File: config.mk
export PLATFORM = sky130hd
export DESIGN_NAME = instr_fetch_queue
export DESIGN_NICKNAME = d
export VERILOG_FILES = /design/src/rtl/mips_pkg.sv /design/src/rtl/fetch_slot_ring.sv /design/src/rtl/instr_fetch_queue.sv
export SDC_FILE = /design/constraint.sdc
export NUM_CORES = 1
export LEC_CHECK = 0
export ABC_AREA = 1
export CAP_MARGIN = 10
export CORE_MARGIN = 10
export CORE_UTILIZATION = 52
export DETAILED_ROUTE_END_ITERATION = 6
export PLACE_DENSITY = 0.77
export SLEW_MARGIN = 20
export SYNTH_ARGS = -nofsm -noshare
export SYNTH_HDL_FRONTEND = slang
export SYNTH_SLANG_ARGS = --single-unit
File: constraint.sdc
create_clock -name clk -period 2.76 [get_ports clk]
set_clock_uncertainty 0.1 [all_clocks]
set_input_delay 0.414 -clock clk [delete_from_list [all_inputs] [get_ports clk]]
set_output_delay 0.414 -clock clk [all_outputs]
set_load 0.03 [all_outputs]
File: src/rtl/mips_pkg.sv
// Shared types and constants for the MIPS instruction fetch front end.
package mips_pkg;

    localparam int unsigned INSN_W = 32;
    localparam logic [31:0] PC_STEP = 32'd4;
    localparam logic [INSN_W-1:0] NOP_INSN = 32'h0;

    // One prefetch ring entry: fetch address, returned word, word-present flag.
    typedef struct packed {
        logic [31:0]       pc;
        logic [INSN_W-1:0] word;
        logic              filled;
    } fetch_slot_t;

    // Sequential fetch address; wraps modulo 2^32.
    function automatic logic [31:0] pcAdvance(input logic [31:0] pc);
        return pc + PC_STEP;
    endfunction

endpackage

File: src/rtl/fetch_slot_ring.sv
// Prefetch ring: slots are allocated at the tail when a read is granted, filled
// in request order at the fill pointer, and retired from the head.
module fetch_slot_ring import mips_pkg::*; #(
    parameter int unsigned DEPTH = 4
) (
    input  logic                         clk,
    input  logic                         rst,
    input  logic                         flush,
    input  logic                         allocEn,
    input  logic [31:0]                  allocPc,
    input  logic                         fillEn,
    input  logic [INSN_W-1:0]            fillWord,
    input  logic                         popEn,
    output logic [31:0]                  headPc,
    output logic [INSN_W-1:0]            headWord,
    output logic                         headFilled,
    output logic [$clog2(DEPTH+1)-1:0]   allocCnt,
    output logic [$clog2(DEPTH+1)-1:0]   unfilledCnt
);

    localparam int unsigned PtrW = $clog2(DEPTH);
    localparam int unsigned CntW = $clog2(DEPTH + 1);

    fetch_slot_t           slots [DEPTH];
    logic [PtrW-1:0]       headPtr;
    logic [PtrW-1:0]       tailPtr;
    logic [PtrW-1:0]       fillPtr;

    // Head entry is presented straight from registered state.
    always_comb begin
        headPc     = slots[headPtr].pc;
        headWord   = slots[headPtr].word;
        headFilled = slots[headPtr].filled;
    end

    // Slot storage, pointers and occupancy counters; flush beats alloc/fill/pop.
    always_ff @(posedge clk) begin
        if (rst) begin
            for (int unsigned i = 0; i < DEPTH; i++) begin
                slots[i] <= '{pc: '0, word: NOP_INSN, filled: 1'b0};
            end
            headPtr     <= '0;
            tailPtr     <= '0;
            fillPtr     <= '0;
            allocCnt    <= '0;
            unfilledCnt <= '0;
        end else if (flush) begin
            for (int unsigned i = 0; i < DEPTH; i++) begin
                slots[i].filled <= 1'b0;
            end
            headPtr     <= tailPtr;
            fillPtr     <= tailPtr;
            allocCnt    <= '0;
            unfilledCnt <= '0;
        end else begin
            // Tail, fill and head slots are distinct whenever their enables coincide:
            // fill only hits already-allocated slots and pop only hits filled ones.
            if (allocEn) begin
                slots[tailPtr] <= '{pc: allocPc, word: NOP_INSN, filled: 1'b0};
                tailPtr        <= tailPtr + 1'b1;
            end
            if (fillEn) begin
                slots[fillPtr].word   <= fillWord;
                slots[fillPtr].filled <= 1'b1;
                fillPtr               <= fillPtr + 1'b1;
            end
            if (popEn) begin
                slots[headPtr].filled <= 1'b0;
                headPtr               <= headPtr + 1'b1;
            end
            allocCnt    <= allocCnt + CntW'(allocEn) - CntW'(popEn);
            unfilledCnt <= unfilledCnt + CntW'(allocEn) - CntW'(fillEn);
        end
    end

endmodule

File: src/rtl/instr_fetch_queue.sv
// IF-stage front end: owns the fetch PC, issues word reads to instruction
// memory and feeds the IF/ID register from a prefetch ring.
module instr_fetch_queue import mips_pkg::*; #(
    parameter int unsigned DEPTH    = 4,
    parameter logic [31:0] RESET_PC = 32'h0
) (
    input  logic              clk,
    input  logic              rst,
    input  logic              redirect_valid,
    input  logic [31:0]       redirect_pc,
    input  logic              stall,
    output logic              imem_req,
    output logic [31:0]       imem_addr,
    input  logic              imem_gnt,
    input  logic              imem_rvalid,
    input  logic [INSN_W-1:0] imem_rdata,
    output logic              if_valid,
    output logic [INSN_W-1:0] if_ins,
    output logic [31:0]       if_pc_plus4
);

    localparam int unsigned CntW = $clog2(DEPTH + 1);

    logic [31:0]       fetchPc;
    logic [CntW-1:0]   discardCnt;
    logic [CntW-1:0]   discardNext;
    logic [CntW-1:0]   outstandingCnt;
    logic [CntW-1:0]   allocCnt;
    logic [CntW-1:0]   unfilledCnt;
    logic              issue;
    logic              fillEn;
    logic              popEn;
    logic [31:0]       headPc;
    logic [INSN_W-1:0] headWord;
    logic              headFilled;

    fetch_slot_ring #(
        .DEPTH (DEPTH)
    ) u_ring (
        .clk         (clk),
        .rst         (rst),
        .flush       (redirect_valid),
        .allocEn     (issue),
        .allocPc     (fetchPc),
        .fillEn      (fillEn),
        .fillWord    (imem_rdata),
        .popEn       (popEn),
        .headPc      (headPc),
        .headWord    (headWord),
        .headFilled  (headFilled),
        .allocCnt    (allocCnt),
        .unfilledCnt (unfilledCnt)
    );

    // Issue, fill and pop decisions; redirect suppresses all of them.
    always_comb begin
        imem_req  = !rst && !redirect_valid && (allocCnt < CntW'(DEPTH));
        imem_addr = fetchPc;
        issue     = imem_req && imem_gnt;
        fillEn    = imem_rvalid && !redirect_valid && (discardCnt == '0);
        popEn     = headFilled && !stall;
    end

    // Stale-response accounting across redirects.
    always_comb begin
        discardNext = discardCnt;
        if (redirect_valid) begin
            // Every unfilled slot becomes a stale response; one arriving this cycle
            // retires an outstanding request whether it was stale or not.
            discardNext = discardCnt + unfilledCnt - CntW'(imem_rvalid);
        end else if (imem_rvalid && (discardCnt != '0)) begin
            discardNext = discardCnt - 1'b1;
        end
    end

    // IF/ID-facing view of the head slot; zeroed while no instruction is ready.
    always_comb begin
        if_valid    = headFilled;
        if_ins      = headFilled ? headWord : NOP_INSN;
        if_pc_plus4 = headFilled ? pcAdvance(headPc) : '0;
    end

    // Fetch PC, discard counter and outstanding-request tracking.
    always_ff @(posedge clk) begin
        if (rst) begin
            fetchPc        <= RESET_PC;
            discardCnt     <= '0;
            outstandingCnt <= '0;
        end else begin
            if (redirect_valid) begin
                fetchPc <= redirect_pc;
            end else if (issue) begin
                fetchPc <= pcAdvance(fetchPc);
            end
            discardCnt     <= discardNext;
            outstandingCnt <= outstandingCnt + CntW'(issue) - CntW'(imem_rvalid);
        end
    end

    // Every outstanding read is either owed to a ring slot or marked for discard.
    always_ff @(posedge clk) begin
        if (!rst) begin
            assert (discardCnt + unfilledCnt == outstandingCnt)
                else $error("fetch queue: discard+unfilled != outstanding");
            assert (outstandingCnt <= CntW'(DEPTH))
                else $error("fetch queue: outstanding exceeds DEPTH");
            assert (!imem_rvalid || (outstandingCnt != '0))
                else $error("fetch queue: rvalid with no outstanding request");
        end
    end

endmodule

==> summary.txt <==
GRT overflow: 0
Setup WS post-layout: -0.396 ns
Crit-path cells: buf_12 -> buf_16 -> buf_4 -> o21ai_0 -> nand2_1 -> nor2_4 -> nand2_4 -> buf_4 -> inv_2 -> o21ai_0 -> nor2_1 -> buf_12
Gr usage total: 23.4%
CP arrival: 2.64 ns
Max Clk Rate: 317 MHz
Drt total wl: 48200 um
Syn Nets: 2037
CORE AREA: 0.0304 mm^2
Number of synthesized register bits: 309
Worst-Skew Late Latency: 0.57 ns
Top post-synthesis cells by count: nand2_1 (506), nor2_1 (440), edfxtp_1 (256)
Die footprint: 0.0381 mm^2
Chip width: 195 um
Vias: 14300
Clk slew on worst S/H paths: 0.06 ns
Slowest CP cell: dfxtp_4
Part of the cycle the worst path needs: 114%
Drt wl/cell: 18.7 um
Cell Rows: 64
Max-slew violations: 0
H-Tree Depth: 1
# IOs: 168
Post-synth EDFFs: 256
Setup CP Type: flop to primary output
Syn avg cell area: 8.22 um^2
Post-layout util: 67.5%
Max stage delay on crit path: 0.39 ns
Max_cap viols: 0
Final Setup Violations: 59
Post-Synthesis Cells: 1942
Critical path endpoint category: primary output
Clock buffer count from CTS: 30
Synthesis-to-finish area growth: 28.6%
Synth warn: 0
CTS tree: built
Synth Area in Adders: 2.10%
Hold Path Class: input pin to flop
Initial antenna violation count: 0
Clock sink count: 309
Ant. Diodes: 0
Pre-antenna DRT Iters: 6
Synthesized cell area: 0.0160 mm^2
Leakage dissipation: 8.68 nW
Layout cells sized above 1: 17.5%
Hold_ws: 0.214 ns
Most used DFF post-synth: edfxtp_1
Required time worst endpoint: 2.25 ns
Post-route cell area: 0.0205 mm^2
Worst VDD drop: 0.000472 V
Sequential share of the synthesized area: 54.8%
Nets: 2252
Netlist cell types: 35
Worst-margin pin slew: 0.608 ns
Root buffer cell: clkbuf_16
Placer's final routability congestion estimate: 0.927
Failing checks: negative setup slack
Worst setup SP type: flop
Area share of the largest cell type after synthesis: 48.1%
Initial DRC Count: 1486
Final Hold Vio Count: 0
Leading area contributor after synthesis: edfxtp_1
Post-DP HPWL: 30200 um
Worst Path Max Fanout: 7
Clock buffer depth: 3
Post-synthesis compound-gate area fraction: 7.50%
Cts hold-fix bufs: 0
Status: finished, violations left
First-pass GRT wire length: 73300 um
Most instantiated library cell after synthesis: nand2_1
Synth area leaders: edfxtp_1 (48%), nand2_1 (12%), nor2_1 (10%)
Via density: 5.55
Pin count of the biggest net entering global routing: 69
Min Tclk post-route: 3.16 ns
# DRC: 0
Largest family of logic cells by synthesized area: simple AND/OR/NAND/NOR gates
Vias in the first global route: 13700
Post-synthesis mux area share: 0%
Total power draw: 11.4 mW
Worst slew margin: 59.4%
Setup_tns: -12.13 ns
DP Area: 0.0186 mm^2
Post-route ant nets: 0
Initial Util: 52.5%
Fraction of registers with async set/reset: 0%
Xor/xnor cell area share of the yosys netlist: 1.10%
Simple-gate share of the synthesized area: 26.9%
Port bufs: 167
RSZ-0062 raised after global routing: yes
Die Ht: 195 um
PwrDens: 555 mW/mm^2
==> final cells by class <==
cell class / count / area [um^2]
clock buffers: 41 / 852
clock inverters: 15 / 144
fillers: 2353 / 9890
inverters: 193 / 744
multi-input cells: 1345 / 6490
flip-flops and latches: 309 / 8760
well taps: 396 / 495
repair buffers: 277 / 3050
repair inverters: 1 / 8.76
==> cells in the final DEF (no fill, tap or decap), types with 3 or more instances in the layout <==
cell	count
clkbuf_4	7
inv_2	5
clkbuf_8	6
buf_12	39
a21oi_2	4
buf_2	12
nand2_2	68
nand4_1	7
nor2_2	34
a32o_1	4
dfxtp_1	51
nor2_4	18
clkbuf_1	5
a31oi_1	19
buf_16	8
a21oi_1	35
xor2_1	15
edfxtp_1	256
o21ai_0	103
nand3_1	91
nand3_2	8
nor2_1	395
o22ai_1	35
xnor2_1	4
clkinv_1	6
buf_4	98
clkbuf_16	34
clkinv_2	5
buf_6	5
nor3_1	10
ha_1	21
nand2_4	7
o211ai_1	5
clkinvlp_4	3
clkdlybuf4s50_1	100
o21ai_1	9
inv_1	182
nand2_1	440
==> logic make-up (layout without fill, tap and decap cells) <==
kind of cell / count (synthesis) / count (layout)
AO/OA/AOI/OAI: 218 / 218
XOR/XNOR: 20 / 20
adder cells (fa/ha/maj): 25 / 25
buffers and inverters: 288 / 527
flip-flops: 309 / 309
AND/OR/NAND/NOR: 1082 / 1082
==> critical path: cells and delay by family, from the launching register on <==
kind                   cells  cell delay (ns)
AO/OA/AOI/OAI              2             0.24
flip-flops                 1             0.39
buffers and inverters      6             0.77
AND/OR/NAND/NOR            4             0.67
==> routing by layer <==
layer	vias to the layer above	wire length (um)	GRT usage, %
met1	6672	19300	31.0
li1	6735	-	-
met3	98	4670	3.20
met5	-	0	0
met4	0	1200	6.48
met2	795	23000	39.4
==> worst paths after layout <==
kind / from / endpoint / cells after the start / slack [ns]
max: flop / if_pc_plus4[9] / 12 / -0.40
min: redirect_valid / discardCnt[0] / 3 / 0.21
max reg2reg: flop / u_ring.allocCnt[2] / 16 / -0.05
min reg2reg: discardCnt[2] / discardCnt[2] / 2 / 0.42
==> metrics by stage <==
stage	cells	setup slack, ns
6_report	2577	-0.396
5_1_grt	2577	-0.481
4_1_cts	2559	-0.318
3_5_place_dp	2479	0.0497
3_3_place_gp	2479	0.133
2_1_floorplan	1942	-0.0304
==> repair_timing <==
| action | in CTS | in global routing |
|---|---|---|
| endpoints found under the setup margin | 64 | 59 |
| cloned | 5 | 5 |
| setup buffers | 19 | 14 |
| hold endpoints to repair | 0 | 0 |
| pin swaps | 34 | 25 |
| resized for setup | 165 | 122 |
==> registers in the layout, summed over array words and instances, names as in the netlist, named ones only <==
| register | cells |
|---|---|
| imem_addr | 32 |
| u_ring.tailPtr | 2 |
| u_ring.slots | 260 |
| discardCnt | 3 |
| u_ring.unfilledCnt | 3 |
| u_ring.headPtr | 2 |
| u_ring.fillPtr | 2 |
| u_ring.allocCnt | 3 |
==> where the power goes <==
part / switching [mW] / internal, mW
Sequential: 0.119 / 5.27
Clock: 1.77 / 2.35
Combinational: 1.17 / 0.714
Power figures use the tool's default switching activity.
